## src/rtl/uart_rx_deserializer_if.sv

```systemverilog
// uart_rx_deserializer_if: serial-side inputs, frame configuration and
// parallel-side results of the oversampled UART receiver.
// The master drives the line and configuration; the slave (receiver) drives results.
interface uart_rx_deserializer_if #(
  parameter int DATA_WIDTH     = 8,
  parameter int PRESCALE_WIDTH = 6
);
  logic                      RX_IN;
  logic [PRESCALE_WIDTH-1:0] Prescale;
  logic                      PAR_EN;
  logic                      PAR_TYP;
  logic [DATA_WIDTH-1:0]     P_DATA;
  logic                      Data_Valid;
  logic                      Parity_Error;
  logic                      Stop_Error;

  modport master (
    output RX_IN, Prescale, PAR_EN, PAR_TYP,
    input  P_DATA, Data_Valid, Parity_Error, Stop_Error
  );

  modport slave (
    input  RX_IN, Prescale, PAR_EN, PAR_TYP,
    output P_DATA, Data_Valid, Parity_Error, Stop_Error
  );
endinterface

```

## src/rtl/uart_rx_deserializer.sv

```systemverilog
// uart_rx_deserializer: oversampled UART receiver. Detects the start bit,
// takes a 2-of-3 majority vote around mid-bit, shifts data LSB first, checks
// optional parity and the stop bit, and raises one-cycle result strobes.
// Optional macro UART_RX_SYNC_EN: route RX_IN through a 2-flop synchronizer
// (reset to 1) before any logic; all timing then shifts by two cycles.
module uart_rx_deserializer #(
  parameter int DATA_WIDTH     = 8,
  parameter int PRESCALE_WIDTH = 6
) (
  input logic                   CLK,
  input logic                   RST,
  uart_rx_deserializer_if.slave bus
);

  localparam int BIT_W = (DATA_WIDTH > 1) ? $clog2(DATA_WIDTH) : 1;

  typedef enum logic [2:0] {IDLE, START, DATA, PARITY, STOP} state_t;

  state_t                  state_reg, state_next;
  logic [5:0]              edge_cnt_reg, edge_cnt_next;
  logic [BIT_W-1:0]        bit_cnt_reg, bit_cnt_next;
  logic [5:0]              prescale_reg, prescale_next;
  logic                    par_en_reg, par_en_next;
  logic                    par_typ_reg, par_typ_next;
  logic [2:0]              samp_reg, samp_next;
  logic [DATA_WIDTH-1:0]   shift_reg, shift_next;
  logic                    par_fail_reg, par_fail_next;
  logic                    stop_fail_reg, stop_fail_next;
  logic [DATA_WIDTH-1:0]   p_data_reg, p_data_next;
  logic                    data_valid_reg, data_valid_next;
  logic                    parity_error_reg, parity_error_next;
  logic                    stop_error_reg, stop_error_next;

  logic                      rx;
  logic [PRESCALE_WIDTH-1:0] prescale_in;
  logic [31:0]               prescale_wide;
  logic [5:0]                prescale_norm;
  logic [5:0]                half_p;
  logic [5:0]                tick_res;
  logic [5:0]                tick_last;
  logic                      maj;

`ifdef UART_RX_SYNC_EN
  logic sync1_reg, sync2_reg;

  // Two-stage synchronizer for the asynchronous serial line (idles high).
  always_ff @(posedge CLK) begin
    if (RST) begin
      sync1_reg <= 1'b1;
      sync2_reg <= 1'b1;
    end else begin
      sync1_reg <= bus.RX_IN;
      sync2_reg <= sync1_reg;
    end
  end

  assign rx = sync2_reg;
`else
  assign rx = bus.RX_IN;
`endif

  assign prescale_in   = bus.Prescale;
  assign prescale_wide = 32'(prescale_in);

  // Map any requested ratio onto the supported even range 8..32.
  always_comb begin
    prescale_norm = 6'd8;
    if (prescale_wide < 32'd8)
      prescale_norm = 6'd8;
    else if (prescale_wide > 32'd32)
      prescale_norm = 6'd32;
    else
      prescale_norm = {prescale_wide[5:1], 1'b0};
  end

  assign half_p    = {1'b0, prescale_reg[5:1]};
  assign tick_res  = half_p + 6'd1;
  assign tick_last = prescale_reg - 6'd1;
  assign maj       = (samp_reg[0] & samp_reg[1]) | (samp_reg[0] & samp_reg[2]) |
                     (samp_reg[1] & samp_reg[2]);

  // Capture the line at the three ticks centred on mid-bit (P/2-2, P/2-1, P/2).
  generate
    for (genvar gi = 0; gi < 3; gi++) begin : g_sample
      assign samp_next[gi] = (edge_cnt_reg == (half_p - 6'd2 + 6'(gi))) ? rx : samp_reg[gi];
    end
  endgenerate

  // State, counters, frame data and registered outputs.
  always_ff @(posedge CLK) begin
    if (RST) begin
      state_reg        <= IDLE;
      edge_cnt_reg     <= '0;
      bit_cnt_reg      <= '0;
      prescale_reg     <= 6'd8;
      par_en_reg       <= 1'b0;
      par_typ_reg      <= 1'b0;
      samp_reg         <= 3'b111;
      shift_reg        <= '0;
      par_fail_reg     <= 1'b0;
      stop_fail_reg    <= 1'b0;
      p_data_reg       <= '0;
      data_valid_reg   <= 1'b0;
      parity_error_reg <= 1'b0;
      stop_error_reg   <= 1'b0;
    end else begin
      state_reg        <= state_next;
      edge_cnt_reg     <= edge_cnt_next;
      bit_cnt_reg      <= bit_cnt_next;
      prescale_reg     <= prescale_next;
      par_en_reg       <= par_en_next;
      par_typ_reg      <= par_typ_next;
      samp_reg         <= samp_next;
      shift_reg        <= shift_next;
      par_fail_reg     <= par_fail_next;
      stop_fail_reg    <= stop_fail_next;
      p_data_reg       <= p_data_next;
      data_valid_reg   <= data_valid_next;
      parity_error_reg <= parity_error_next;
      stop_error_reg   <= stop_error_next;
    end
  end

  // Next-state logic: bit decisions at tick P/2+1, bit transitions at tick P-1.
  always_comb begin
    state_next        = state_reg;
    edge_cnt_next     = edge_cnt_reg;
    bit_cnt_next      = bit_cnt_reg;
    prescale_next     = prescale_reg;
    par_en_next       = par_en_reg;
    par_typ_next      = par_typ_reg;
    shift_next        = shift_reg;
    par_fail_next     = par_fail_reg;
    stop_fail_next    = stop_fail_reg;
    p_data_next       = p_data_reg;
    data_valid_next   = 1'b0;
    parity_error_next = 1'b0;
    stop_error_next   = 1'b0;

    if (state_reg == IDLE) begin
      edge_cnt_next = '0;
      if (!rx) begin
        // This edge is tick 0 of the start bit; the next edge is tick 1.
        state_next     = START;
        edge_cnt_next  = 6'd1;
        bit_cnt_next   = '0;
        prescale_next  = prescale_norm;
        par_en_next    = bus.PAR_EN;
        par_typ_next   = bus.PAR_TYP;
        par_fail_next  = 1'b0;
        stop_fail_next = 1'b0;
      end
    end else begin
      edge_cnt_next = (edge_cnt_reg == tick_last) ? 6'd0 : edge_cnt_reg + 6'd1;

      if (edge_cnt_reg == tick_res) begin
        case (state_reg)
          START: begin
            if (maj) begin
              state_next    = IDLE;
              edge_cnt_next = '0;
            end
          end
          DATA:    shift_next = {maj, shift_reg[DATA_WIDTH-1:1]};
          PARITY:  if (maj != ((^shift_reg) ^ par_typ_reg)) par_fail_next = 1'b1;
          STOP:    if (!maj) stop_fail_next = 1'b1;
          default: ;
        endcase
      end

      if (edge_cnt_reg == tick_last) begin
        case (state_reg)
          START: begin
            state_next   = DATA;
            bit_cnt_next = '0;
          end
          DATA: begin
            bit_cnt_next = bit_cnt_reg + 1'b1;
            if (bit_cnt_reg == BIT_W'(DATA_WIDTH - 1))
              state_next = par_en_reg ? PARITY : STOP;
          end
          PARITY:  state_next = STOP;
          STOP: begin
            state_next = IDLE;
            if (!par_fail_reg && !stop_fail_reg) begin
              p_data_next     = shift_reg;
              data_valid_next = 1'b1;
            end else begin
              parity_error_next = par_fail_reg;
              stop_error_next   = stop_fail_reg;
            end
          end
          default: ;
        endcase
      end
    end
  end

  assign bus.P_DATA       = p_data_reg;
  assign bus.Data_Valid   = data_valid_reg;
  assign bus.Parity_Error = parity_error_reg;
  assign bus.Stop_Error   = stop_error_reg;

endmodule

```

## src/flat_wrapper.sv

```systemverilog
// flat-port wrapper written by rule: the top's interface ports become plain ports
module uart_rx_deserializer_flat 
#(
  parameter int DATA_WIDTH     = 8,
  parameter int PRESCALE_WIDTH = 6
)
  (CLK, RST, bus_RX_IN, bus_Prescale, bus_PAR_EN, bus_PAR_TYP, bus_P_DATA, bus_Data_Valid, bus_Parity_Error, bus_Stop_Error);
  uart_rx_deserializer_if #(.DATA_WIDTH(DATA_WIDTH), .PRESCALE_WIDTH(PRESCALE_WIDTH)) bus_i ();
  input logic CLK;
  input logic RST;
  input wire logic [$bits(bus_i.RX_IN)-1:0] bus_RX_IN;
  input wire logic [$bits(bus_i.Prescale)-1:0] bus_Prescale;
  input wire logic [$bits(bus_i.PAR_EN)-1:0] bus_PAR_EN;
  input wire logic [$bits(bus_i.PAR_TYP)-1:0] bus_PAR_TYP;
  output wire logic [$bits(bus_i.P_DATA)-1:0] bus_P_DATA;
  output wire logic [$bits(bus_i.Data_Valid)-1:0] bus_Data_Valid;
  output wire logic [$bits(bus_i.Parity_Error)-1:0] bus_Parity_Error;
  output wire logic [$bits(bus_i.Stop_Error)-1:0] bus_Stop_Error;
  assign bus_i.RX_IN = bus_RX_IN;
  assign bus_i.Prescale = bus_Prescale;
  assign bus_i.PAR_EN = bus_PAR_EN;
  assign bus_i.PAR_TYP = bus_PAR_TYP;
  assign bus_P_DATA = bus_i.P_DATA;
  assign bus_Data_Valid = bus_i.Data_Valid;
  assign bus_Parity_Error = bus_i.Parity_Error;
  assign bus_Stop_Error = bus_i.Stop_Error;
  uart_rx_deserializer #(.DATA_WIDTH(DATA_WIDTH), .PRESCALE_WIDTH(PRESCALE_WIDTH)) u_core (.CLK(CLK), .RST(RST), .bus(bus_i));
endmodule
```

## config.mk

```make
export PLATFORM = sky130hd
export DESIGN_NAME = uart_rx_deserializer_flat
export DESIGN_NICKNAME = d
export VERILOG_FILES = /design/src/rtl/uart_rx_deserializer_if.sv /design/src/rtl/uart_rx_deserializer.sv /design/src/flat_wrapper.sv
export SDC_FILE = /design/constraint.sdc
export NUM_CORES = 1
export LEC_CHECK = 0
export CORE_ASPECT_RATIO = 1.4
export CORE_MARGIN = 10
export CORE_UTILIZATION = 49
export CTS_CLUSTER_DIAMETER = 80
export DETAILED_ROUTE_END_ITERATION = 12
export HOLD_SLACK_MARGIN = 0.03
export PLACE_DENSITY = 0.69
export SYNTH_ARGS = -nofsm -noshare
export SYNTH_HDL_FRONTEND = slang
export SYNTH_SLANG_ARGS = --single-unit
```

## constraint.sdc

```tcl
create_clock -name CLK -period 3.9 [get_ports CLK]
set_clock_uncertainty 0.15 [all_clocks]
set_input_delay 0.975 -clock CLK [delete_from_list [all_inputs] [get_ports CLK]]
set_output_delay 0.975 -clock CLK [all_outputs]
set_load 0.005 [all_outputs]
```

### Word-level counts from Yosys, hierarchy flattened

Index checks and enable logic that the tools add are counted.

| storage, ports and cells | value |
|---|---|
| bits in registers | 44 |
| output and inout bits | 11 |
| logic and storage cells | 98 |

| cells by class | value |
|---|---|
| add/subtract/negate cells | 7 |
| $lt $le $gt $ge | 2 |
| equal/unequal tests | 13 |
| multiplexer cells | 31 |
| bitwise gates (word level) | 10 |
| reduce and logical (&&, ||, !) cells | 19 |

Operators by type and width:

| cell | count |
|---|---|
| two-way mux 6 bit | 7 |
| two-way mux 3 bit | 11 |
| == test 6 bit | 5 |
| adder 6 x 1 -> 6 bit, second input constant | 2 |
| one-hot mux 3 bit (4 select lines) | 1 |
| AND reduction 4 bit | 3 |
| two-way mux 1 bit | 11 |
| nonzero test 2 bit | 5 |
| XOR reduction 8 bit | 1 |
| adder 5 x 1 -> 6 bit, second input constant | 1 |
| adder 6 x 2 -> 6 bit, second input constant | 1 |
| == test 3 x 2 -> 1 bit, second input constant | 2 |
| == test 3 bit, second input constant | 2 |
| > comparator 6 bit, second input constant | 1 |
| less-than comparator 6 x 4 -> 1 bit, second input constant | 1 |
| one-hot mux 3 bit (2 select lines) | 1 |
| AND reduction 3 bit | 2 |
| subtractor 5 x 2 -> 6 bit, second input constant | 1 |
| subtractor 6 x 1 -> 6 bit, second input constant | 1 |
| OR reduction 5 bit | 1 |
| inequality test 2 bit, second input constant | 2 |
| inverter 1 bit | 4 |
| OR reduction 4 bit | 1 |
| adder 3 x 1 -> 3 bit, second input constant | 1 |
| 10 further kinds | 14 |

### Logic depth before layout (Yosys ltp)

Gate-level depths: netlist of run 1.

| depth | value |
|---|---|
| word-level depth | 10 |
| depth in mapped cells | 9 |

### Worst setup path before layout of run 1

Ideal clock, no wire load.

| timing path | value |
|---|---|
| path type | register to register |
| start point | register u_core.prescale_reg[2] |
| end point | register u_core.state_reg[1] |
| library setup time | 0.070 ns |
| data arrival time | 2.502 ns |
| required time | 3.680 ns |
| slack | 1.177 ns |
| stages on the path, launching flop included | 9 |
| path buffers | 1 |
| period minus slack after synthesis | 2.723 ns |
| cell sequence | dfxtp_1 > clkbuf_1 > inv_1 > ha_1 > o21ba_2 > a221o_1 > a211o_1 > or4b_1 > a21oi_1 |

| on the way | value |
|---|---|
| word-level cells in the longest chain between the ends | 7 |
| elaborated cells on any way between the ends | 9 |

Ends and longest elaborated chain:

| element | line | RTL |
|---|---|---|
| from (decl) | uart_rx_deserializer.sv:22 | `logic [5:0] prescale_reg, prescale_next;` |
| from (signal assigned) | uart_rx_deserializer.sv:110 | `prescale_reg <= prescale_next;` |
| adder 5 x 1 -> 6 bit | uart_rx_deserializer.sv:77 | `assign tick_res = half_p + 6'd1;` |
| == test 6 bit | uart_rx_deserializer.sv:156 | `if (edge_cnt_reg == tick_res) begin` |
| two-way mux 3 bit | uart_rx_deserializer.sv:156 |  |
| two-way mux 3 bit | uart_rx_deserializer.sv:179 | `if (bit_cnt_reg == BIT_W'(DATA_WIDTH - 1))` |
| one-hot mux 3 bit (4 select lines) | uart_rx_deserializer.sv:172 | `case (state_reg)` |
| two-way mux 3 bit (*) | uart_rx_deserializer.sv:171 | `if (edge_cnt_reg == tick_last) begin` |
| two-way mux 3 bit (*) | uart_rx_deserializer.sv:140 | `if (state_reg == IDLE) begin` |
| to (signal assigned) | uart_rx_deserializer.sv:107 | `state_reg <= state_next;` |
| to (decl) | uart_rx_deserializer.sv:19 | `state_t state_reg, state_next;` |

Every way passes the cells marked *; elsewhere a longest branch is shown, timed or not.
A chain may end at the register's enable or synchronous reset.

### Worst setup path after layout of run 1

Same ends and word-level chain as after synthesis.

==> results.toml, run 1 <==
[status]
run_status = "complete, no violations"

[finish]
fillCellCount = 463
drive_gt1_share_pct = 4.207
antenna_cells = 0
utilization_pct = 58.31
fin_cells = 373
syn_to_final_growth_pct = 14.21
fin_nets = 328

[clock_tree]
clockRootBuffer = "clkbuf_8"
cts_resized = 0
hold_buffers = 0
cts_tree = "yes"
cts_made_buffers = 5
htree_levels = 2
clock_path_buffers = 2
cts.sinks = 43
clk_pin_slew_ns = 0.08
post_cts_buffers = 0
insertion_delay_ns = 0.30

[logic_synthesis]
ys_types = 51
synthArstFlopShare_pct = 0
synth_warnings = 0
synth_edf_count = 0
syn_avg_cell_area_um2 = 8.416
yosysSeqAreaShare_pct = 34.56
ys_ff_latch = 43
netlist_instances = 296
synth_flop_cell = "dfxtp_1"
synth_fp_nets = 316
syn_area_um2 = 2491

[grt]
busiest_layer = "met2"
grtUsageMet3_pct = 3.547
gr-usage-met2_pct = 23.60
grt.total_usage_pct = 13.66
grt_pass1_wl_um = 9377
antenna_found_initial = 0
grt_overflow = 0
grt_use_met1_pct = 15.08
grt_pass1_vias = 2080
grt_max_degree = 26

[detailed_routing]
routedWlPerCell_um = 14.49
drt_iter0_markers = 80
vias_per_cell = 5.480
routed_wl_um = 5405
drt_pass1_iterations = 4
vias = 2044
drtAntennaViolNets = 0
drc_errors = 0

[critical_path]
cp_slowest_cell = "dfxtp_1"
crit_path_cell_trace = "inv_1 -> ha_1 -> o21ba_2 -> a221o_1 -> a211o_1 -> or4b_1 -> a21oi_1"
end_kind = "flop"
worstSetupStartpointType = "flop"
critPathArrivalTime_ns = 3.13
path_class = "flop to flop"
cp.required_ns = 3.97
rrSetupSlack_ns = 0.84
critPathMaxStageDelay_ns = 0.58
r2r_cells = 7
r2r_start = "u_core.prescale_reg[2]"
crit_fanout = 16
r2r_end = "u_core.state_reg[1]"

[power]
seq_power_share_pct = 46.5
switching_share_pct = 23.79
comb_power_share_pct = 12.4
p_per_area_nw_per_um2 = 350.9
internal_power_mw = 0.7609
p_leak_nw = 1.074
clkPwrFrac_pct = 41.1
switching_power_mw = 0.2375
ir_drop_mv = 0.2477

[placed_design]
dpl_worst_slack_ns = 0.7607
dp_cells = 365
place_congestion = 0.8476
place_hpwl_um = 4003
portBuffers = 20

[sta]
period_share_pct = 78.46
finalHoldViolCount = 0
relSlewSlack_pct = 41.18
slew_viol_final = 0
setup_slack_ns = 0.8402
rsz0062_at_grt = "false"
setup_viol = 0
fin_worst_hold_slack_ns = 0.3092
min_period_ns = 3.060
max_freq_mhz = 326.8
finalSetupTns_ns = 0
worst_pin_slew_ns = 0.8601

[floorplan]
rows = 30
die_x_um = 80.26
fp.dieH_um = 104.4
io-pin-count = 22
start_util_pct = 51.05
core_area_um2 = 4880
dieArea_um2 = 8376

[min_path]
hold_start = "u_core.par_fail_reg"
worstHoldPathCells = 1
whs_endpoint = "u_core.bus.Data_Valid"
hp-class = "flop to flop"

[flow_run]
cap_violations = 0
==> cell families (layout without fill, tap and decap cells) <==
family	Yosys count	count (layout)	share of synthesized area (%)
xor+xnor	32	32	11.80
flops	43	43	34.56
compound gates	59	59	15.97
fa+ha+maj	10	10	4.922
buf+inv	28	41	4.772
simple gates	111	111	22.75
mux	13	13	5.223
==> worst max-delay path by stage <==
stage | startpoint | end | slack, ns
6_report | u_core.prescale_reg[2] | u_core.state_reg[1] | 0.84
4_1_cts | u_core.prescale_reg[2] | u_core.bit_cnt_reg[2] | 0.79
3_5_place_dp | u_core.prescale_reg[2] | u_core.bit_cnt_reg[2] | 0.76
3_3_place_gp | u_core.prescale_reg[2] | u_core.bit_cnt_reg[2] | 0.87
5_1_grt | u_core.prescale_reg[2] | u_core.bit_cnt_reg[2] | 0.48
2_1_floorplan | u_core.prescale_reg[2] | u_core.state_reg[1] | 1.18
==> per-stage QoR <==
step	cell area [um2]	total power, mW
3_3_place_gp	2713	0.5970
2_1_floorplan	2491	0.5651
3_5_place_dp	2713	0.5989
5_1_grt	2845	1.043
4_1_cts	2845	1.007
6_report	2845	0.9984
==> per-layer routing <==
layer,up-vias,part of all wire [%]
li1,1055,-
met1,956,43
met2,23,51
met3,10,3.4
met4,0,2.0
met5,-,0
==> cell usage in the layout, fill, tap and decap left out, types with 2 or more instances in the layout <==
master           instances
nand3_1                  9
o31ai_1                  3
inv_1                   10
or3b_1                   2
nand3b_1                 5
o211ai_1                 2
clkbuf_8                 5
bufinv_16                2
o311ai_0                 2
nor3_1                   9
o311a_1                  2
nor4_1                   2
nor2b_1                  5
nand4_1                  2
or3_1                    4
xor2_1                  16
a21oi_1                 22
xnor2_1                 15
o21ai_0                 13
ha_1                     9
nand2_1                 30
dfxtp_1                 43
nor2_1                  22
mux2i_1                 13
buf_4                    3
a211o_1                  2
and3_1                   4
nand2b_1                11
clkdlybuf4s50_1         20
==> power by group through the flow <==
stage          sequential, mW  combinational, mW  clock [mW]
2_1_floorplan           0.464              0.101           0
3_3_place_gp            0.475              0.122           0
3_5_place_dp            0.475              0.124           0
4_1_cts                 0.464              0.125       0.417
5_1_grt                 0.467              0.141       0.435
6_report                0.464              0.124       0.410
==> worst max-delay path: cells and delay by family, from the launching register on <==
family                   cells  cell delay (ns)
AO/OA/AOI/OAI                4             1.23
flip-flops                   1             0.58
AND/OR/NAND/NOR              1             0.56
adder cells (fa/ha/maj)      1             0.28
buffers and inverters        1             0.17
==> cell usage after synthesis, drive strengths merged (2+ instances only) <==
cell type | n | area, um2
ha | 9 | 112.6
nand3b | 5 | 37.54
o31ai | 3 | 22.52
inv | 10 | 37.54
dfxtp | 43 | 860.8
and3 | 4 | 25.02
nor4 | 2 | 12.51
buf | 5 | 32.53
nor2b | 5 | 31.28
clkbuf | 13 | 48.80
nand4 | 2 | 12.51
o211ai | 2 | 15.01
nand2b | 11 | 68.82
or3b | 3 | 26.28
nor3 | 9 | 45.04
xor2 | 16 | 140.1
nand3 | 9 | 45.04
a21oi | 22 | 110.1
nand2 | 30 | 112.6
o311a | 2 | 20.02
mux2i | 13 | 130.1
o21ai | 13 | 65.06
o311ai | 3 | 26.28
a211o | 2 | 17.52
nor2 | 22 | 82.58
or3 | 4 | 25.02
a2111oi | 2 | 36.29
xnor2 | 15 | 131.4
==> layout make-up <==
| type | instances | area [um2] | share of cell area [%] |
|---|---|---|---|
| Clock buffer | 6 | 72.57 | 2.551 |
| Clock inverter | 2 | 60.06 | 2.111 |
| Inverter | 10 | 37.54 | 1.319 |
| Multi-Input combinational cell | 225 | 1511 | 53.12 |
| Sequential cell | 43 | 860.8 | 30.26 |
| Tap cell | 64 | 80.08 | 2.814 |
| Timing Repair Buffer | 23 | 222.7 | 7.828 |
Power figures use the tool's default switching activity.
==> inputs of run 2 (changes only) <==
--- a/config.mk
+++ b/config.mk
@@ -11,7 +11,7 @@
 export CTS_CLUSTER_DIAMETER = 80
 export DETAILED_ROUTE_END_ITERATION = 12
 export HOLD_SLACK_MARGIN = 0.03
-export PLACE_DENSITY = 0.69
+export PLACE_DENSITY = 0.72
 export SYNTH_ARGS = -nofsm -noshare
 export SYNTH_HDL_FRONTEND = slang
 export SYNTH_SLANG_ARGS = --single-unit
==> constraint.sdc (replaced) <==
create_clock -name CLK -period 2.5 [get_ports CLK]
set_clock_uncertainty 0.15 [all_clocks]
set_input_delay 0.625 -clock CLK [delete_from_list [all_inputs] [get_ports CLK]]
set_output_delay 0.625 -clock CLK [all_outputs]
set_load 0.005 [all_outputs]
==> results.toml, run 2 (synthesized netlist as in run 1, its figures left out) <==
[sta]
slew_viol_final = 0
fin_worst_hold_slack_ns = 0.3044
period_share_pct = 95.66
relSlewSlack_pct = 69.58
max_freq_mhz = 418.1
worst_pin_slew_ns = 0.4506
min_period_ns = 2.392
finalHoldViolCount = 0
setup_viol = 0
setup_slack_ns = 0.1084

[placed_design]
dpl_worst_slack_ns = 0.06902
portBuffers = 20
place_hpwl_um = 4564
place_congestion = 0.9052

[finish]
fin_nets = 353
antenna_cells = 0
utilization_pct = 62.54
drive_gt1_share_pct = 12.57
final_common_cell = "dfxtp_1"
final_cell_mix = "dfxtp_1 (42), nand2_1 (30), buf_4 (28)"
syn_to_final_growth_pct = 22.50

[detailed_routing]
routedWlPerCell_um = 14.82
vias = 2212
drt_iter0_markers = 110
drt_pass1_iterations = 4
drc_errors = 0
vias_per_cell = 5.558
routed_wl_um = 5900
drtAntennaViolNets = 0

[clock_tree]
clock_path_buffers = 2
cts_tree = "yes"
clk_pin_slew_ns = 0.08
htree_levels = 2
cts_made_buffers = 5
hold_buffers = 0
cts.sinks = 43
insertion_delay_ns = 0.30
clockRootBuffer = "clkbuf_8"

[critical_path]
worstSetupStartpointType = "flop"
worst-path-buf-inv = 1
path_class = "flop to flop"
cp_slowest_cell = "or4b_1"
crit_path_cell_trace = "inv_1 -> ha_2 -> o21ba_2 -> a221o_1 -> a211o_4 -> or4b_1 -> a21oi_1"
cp.required_ns = 2.59
cp_top_family = "compound AO/OA/AOI/OAI gates"
crit_fanout = 8
end_kind = "flop"
critPathMaxStageDelay_ns = 0.51
critPathArrivalTime_ns = 2.48

[flow_run]
cap_violations = 0

[floorplan]
die_x_um = 80.26
start_util_pct = 51.05
core_area_um2 = 4880
fp.dieH_um = 104.4
rows = 30
io-pin-count = 22
dieArea_um2 = 8376

[grt]
grt_max_degree = 18
grt_overflow = 0
grt_pass1_vias = 2199
grt.total_usage_pct = 14.26
antenna_found_initial = 0
grt_pass1_wl_um = 9825

[power]
ir_drop_mv = 0.5507
p_leak_nw = 1.200
power_mw = 1.587
p_per_area_nw_per_um2 = 520.1

[min_path]
hp-class = "flop to flop"

[status]
run_status = "complete, no violations"
[run 2: cell count changes in the layout (fill, tap and decap cells not counted)]
cell	previous run	this run
ha_2	0	1
dfxtp_2	0	1
a211o_4	0	1
a211o_1	2	1
buf_4	3	28
dfxtp_1	43	42
ha_1	9	8
a2111oi_2	0	1
a2111oi_0	1	0
[run 2: worst reg2reg max path, cell delays in order (launching register included)]
cell	delay, ns
dfxtp_1	0.33
inv_1	0.06
ha_2	0.20
o21ba_2	0.20
a221o_1	0.35
a211o_4	0.39
or4b_1	0.51
a21oi_1	0.14
[run 2: per-layer routing]
layer / global-route usage [%] / part of all wire [%] / up-vias
met5: 0 / 0 / -
met3: 3.028 / 2.3 / 17
met2: 26.06 / 55 / 35
li1: - / - / 1099
met1: 14.17 / 39 / 1061
met4: 7.576 / 4.0 / 0
[run 2: what timing repair did]
action | in CTS | in global routing
setup buffers | 0 | 1
resized for setup | 0 | 4
setup endpoints to repair | 0 | 4
[run 2: final cells by class]
type / instances / area [um2]
inverter: 10 / 37.54
tap: 64 / 80.08
clock inverter: 2 / 60.06
sequential: 43 / 862.1
multi-input combinational: 225 / 1529
fill: 456 / 1828
timing repair buffer: 48 / 410.4
clock buffer: 6 / 72.57
[run 2: final timing paths]
| kind | startpoint | end | slack, ns | depth (start not counted) |
|---|---|---|---|---|
| min | u_core.par_fail_reg | u_core.bus.Data_Valid | 0.30 | 1 |
| max | u_core.prescale_reg[1] | u_core.state_reg[1] | 0.11 | 7 |
| min reg2reg | u_core.par_fail_reg | u_core.bus.Data_Valid | 0.30 | 1 |
| max reg2reg | u_core.prescale_reg[1] | u_core.state_reg[1] | 0.11 | 7 |
[run 2: power breakdown]
group | switching, mW | internal [mW] | leakage (nW)
clock | 0.236 | 0.399 | 0.0654
sequential | 0.0128 | 0.698 | 0.348
combinational | 0.129 | 0.112 | 0.786
[run 2: through the flow]
| step | instances | setup TNS, ns | instance area, um2 |
|---|---|---|---|
| final | 398 | 0 | 3052 |
| after global routing | 398 | -0.009693 | 3052 |
| after CTS | 397 | 0 | 3029 |
| after detailed placement | 389 | 0 | 2897 |
| after global placement | 389 | 0 | 2897 |
| after floorplan | 296 | 0 | 2507 |
==> inputs of run 3 (changes only) <==
--- a/config.mk
+++ b/config.mk
@@ -5,7 +5,7 @@
 export SDC_FILE = /design/constraint.sdc
 export NUM_CORES = 1
 export LEC_CHECK = 0
-export CORE_ASPECT_RATIO = 1.4
+export CORE_ASPECT_RATIO = 1.2
 export CORE_MARGIN = 10
 export CORE_UTILIZATION = 49
 export CTS_CLUSTER_DIAMETER = 80
==> results.toml, run 3 (synthesized netlist as in run 1, its figures left out) <==
[critical_path]
crit_path_cell_trace = "inv_1 -> ha_4 -> o21ba_2 -> a221o_1 -> buf_4 -> a2111oi_1 -> buf_4 -> nor2_1 -> mux2i_1"
worstSetupStartpointType = "flop"
critPathMaxStageDelay_ns = 0.41
crit_fanout = 4
critPathArrivalTime_ns = 2.37
end_kind = "flop"
cp.required_ns = 2.53
cp_slowest_cell = "a2111oi_1"
r2r_cells = 9
cpMostUsedCell = "buf_4"
path_class = "flop to flop"

[sta]
worst_pin_slew_ns = 0.4892
min_period_ns = 2.343
max_freq_mhz = 426.7
slew_viol_final = 0
relSlewSlack_pct = 67.34
finalHoldViolCount = 0
setup_viol = 0
rsz0062_at_grt = "false"
period_share_pct = 93.74
finalSetupTns_ns = 0
fin_worst_hold_slack_ns = 0.3106

[grt]
grt_overflow = 0
grt_pass1_wl_um = 9321
grt_max_degree = 14
grt.total_usage_pct = 13.18
grt_pass1_vias = 2063
antenna_found_initial = 0

[finish]
final_common_cell = "dfxtp_1"
fillCellCount = 449
register_area_um2 = 862.1
syn_to_final_growth_pct = 18.94
antenna_cells = 0
multi_input_area_um2 = 1530
final_cell_mix = "dfxtp_1 (42), nand2_1 (30), buf_4 (23)"
fin_nets = 348
drive_gt1_share_pct = 10.94

[floorplan]
die_x_um = 85.09
io-pin-count = 22
core_area_um2 = 4940
dieArea_um2 = 8348
fp.dieH_um = 98.11
start_util_pct = 50.43
rows = 28

[detailed_routing]
drt_pass1_iterations = 4
route.met2.wl_um = 2859
routed.top_layer = "met4"
wl_met1_um = 2464
drc_errors = 0
drtAntennaViolNets = 0
drt_iter0_markers = 93
routed_wl_um = 5579
routedWlPerCell_um = 14.34
dr_wl_met3_um = 182
vias = 2153
vias_per_cell = 5.535

[flow_run]
cap_violations = 0

[clock_tree]
clk_pin_slew_ns = 0.08
cts.sinks = 43
insertion_delay_ns = 0.29
clock_path_buffers = 2
htree_levels = 2
cts_made_buffers = 5
cts_tree = "yes"
clockRootBuffer = "clkbuf_8"

[power]
p_leak_nw = 1.151
ir_drop_mv = 0.4031
p_per_area_nw_per_um2 = 462.0

[min_path]
hp-class = "flop to flop"
worstHoldPathCells = 1

[placed_design]
place_hpwl_um = 4259
place_congestion = 0.8146
portBuffers = 20

[status]
run_status = "complete, no violations"
-- run 3: per-layer routing --
| layer | up-vias | track usage (%) |
|---|---|---|
| li1 | 1089 | - |
| met1 | 1020 | 14.55 |
| met2 | 35 | 23.79 |
| met3 | 9 | 2.993 |
| met4 | 0 | 4.569 |
| met5 | - | 0 |
-- run 3: final cells by class --
class                           count  share of cell area [%]
Multi-Input combinational cell    225                   51.65
Sequential cell                    43                   29.10
Timing Repair Buffer               43                   12.58
Tap cell                           60                   2.534
Clock buffer                        6                   2.449
Inverter                           10                   1.267
Clock inverter                      2                  0.4223
-- run 3: path summary, 6_finish.rpt --
path	from	endpoint	slack, ns
worst max-delay path	u_core.prescale_reg[2]	u_core.bit_cnt_reg[1]	0.16
worst min-delay path	u_core.par_fail_reg	u_core.bus.Data_Valid	0.31
worst max register to register	u_core.prescale_reg[2]	u_core.bit_cnt_reg[1]	0.16
worst min register to register	u_core.par_fail_reg	u_core.bus.Data_Valid	0.31
-- run 3: where the power goes --
group          internal, mW  total (mW)  switching, mW
sequential            0.698       0.718         0.0197
clock                 0.195       0.426          0.230
combinational         0.106       0.225          0.119
-- run 3: critical path, delay by kind of cell, from the launching register on --
kind            cells  cell delay [ns]
compound gates      3             0.93
simple gates        1             0.07
buf+inv             3             0.44
fa+ha+maj           1             0.19
flops               1             0.33
mux                 1             0.12
-- run 3: repair_timing --
| item | 4_1_cts | 5_1_grt |
|---|---|---|
| hold buffers | 0 | 0 |
| buffers inserted | 0 | 1 |
| gates resized for setup | 0 | 3 |
| setup endpoints to repair | 0 | 4 |
-- run 3: metrics by stage --
step / area (um2) / worst slack, ns / power, mW / instances / utilization (%)
2_1_floorplan: 2507 / 0.005013 / 0.8834 / 296 / -
3_3_place_gp: 2854 / 0.02622 / 0.9487 / 380 / 57.78
6_report: 2963 / 0.1566 / 1.369 / 389 / 59.98
5_1_grt: 2963 / 0.01900 / 1.435 / 389 / 59.98
3_5_place_dp: 2854 / 0.03945 / 0.9522 / 380 / 57.78
4_1_cts: 2939 / 0.004752 / 1.375 / 388 / 59.50
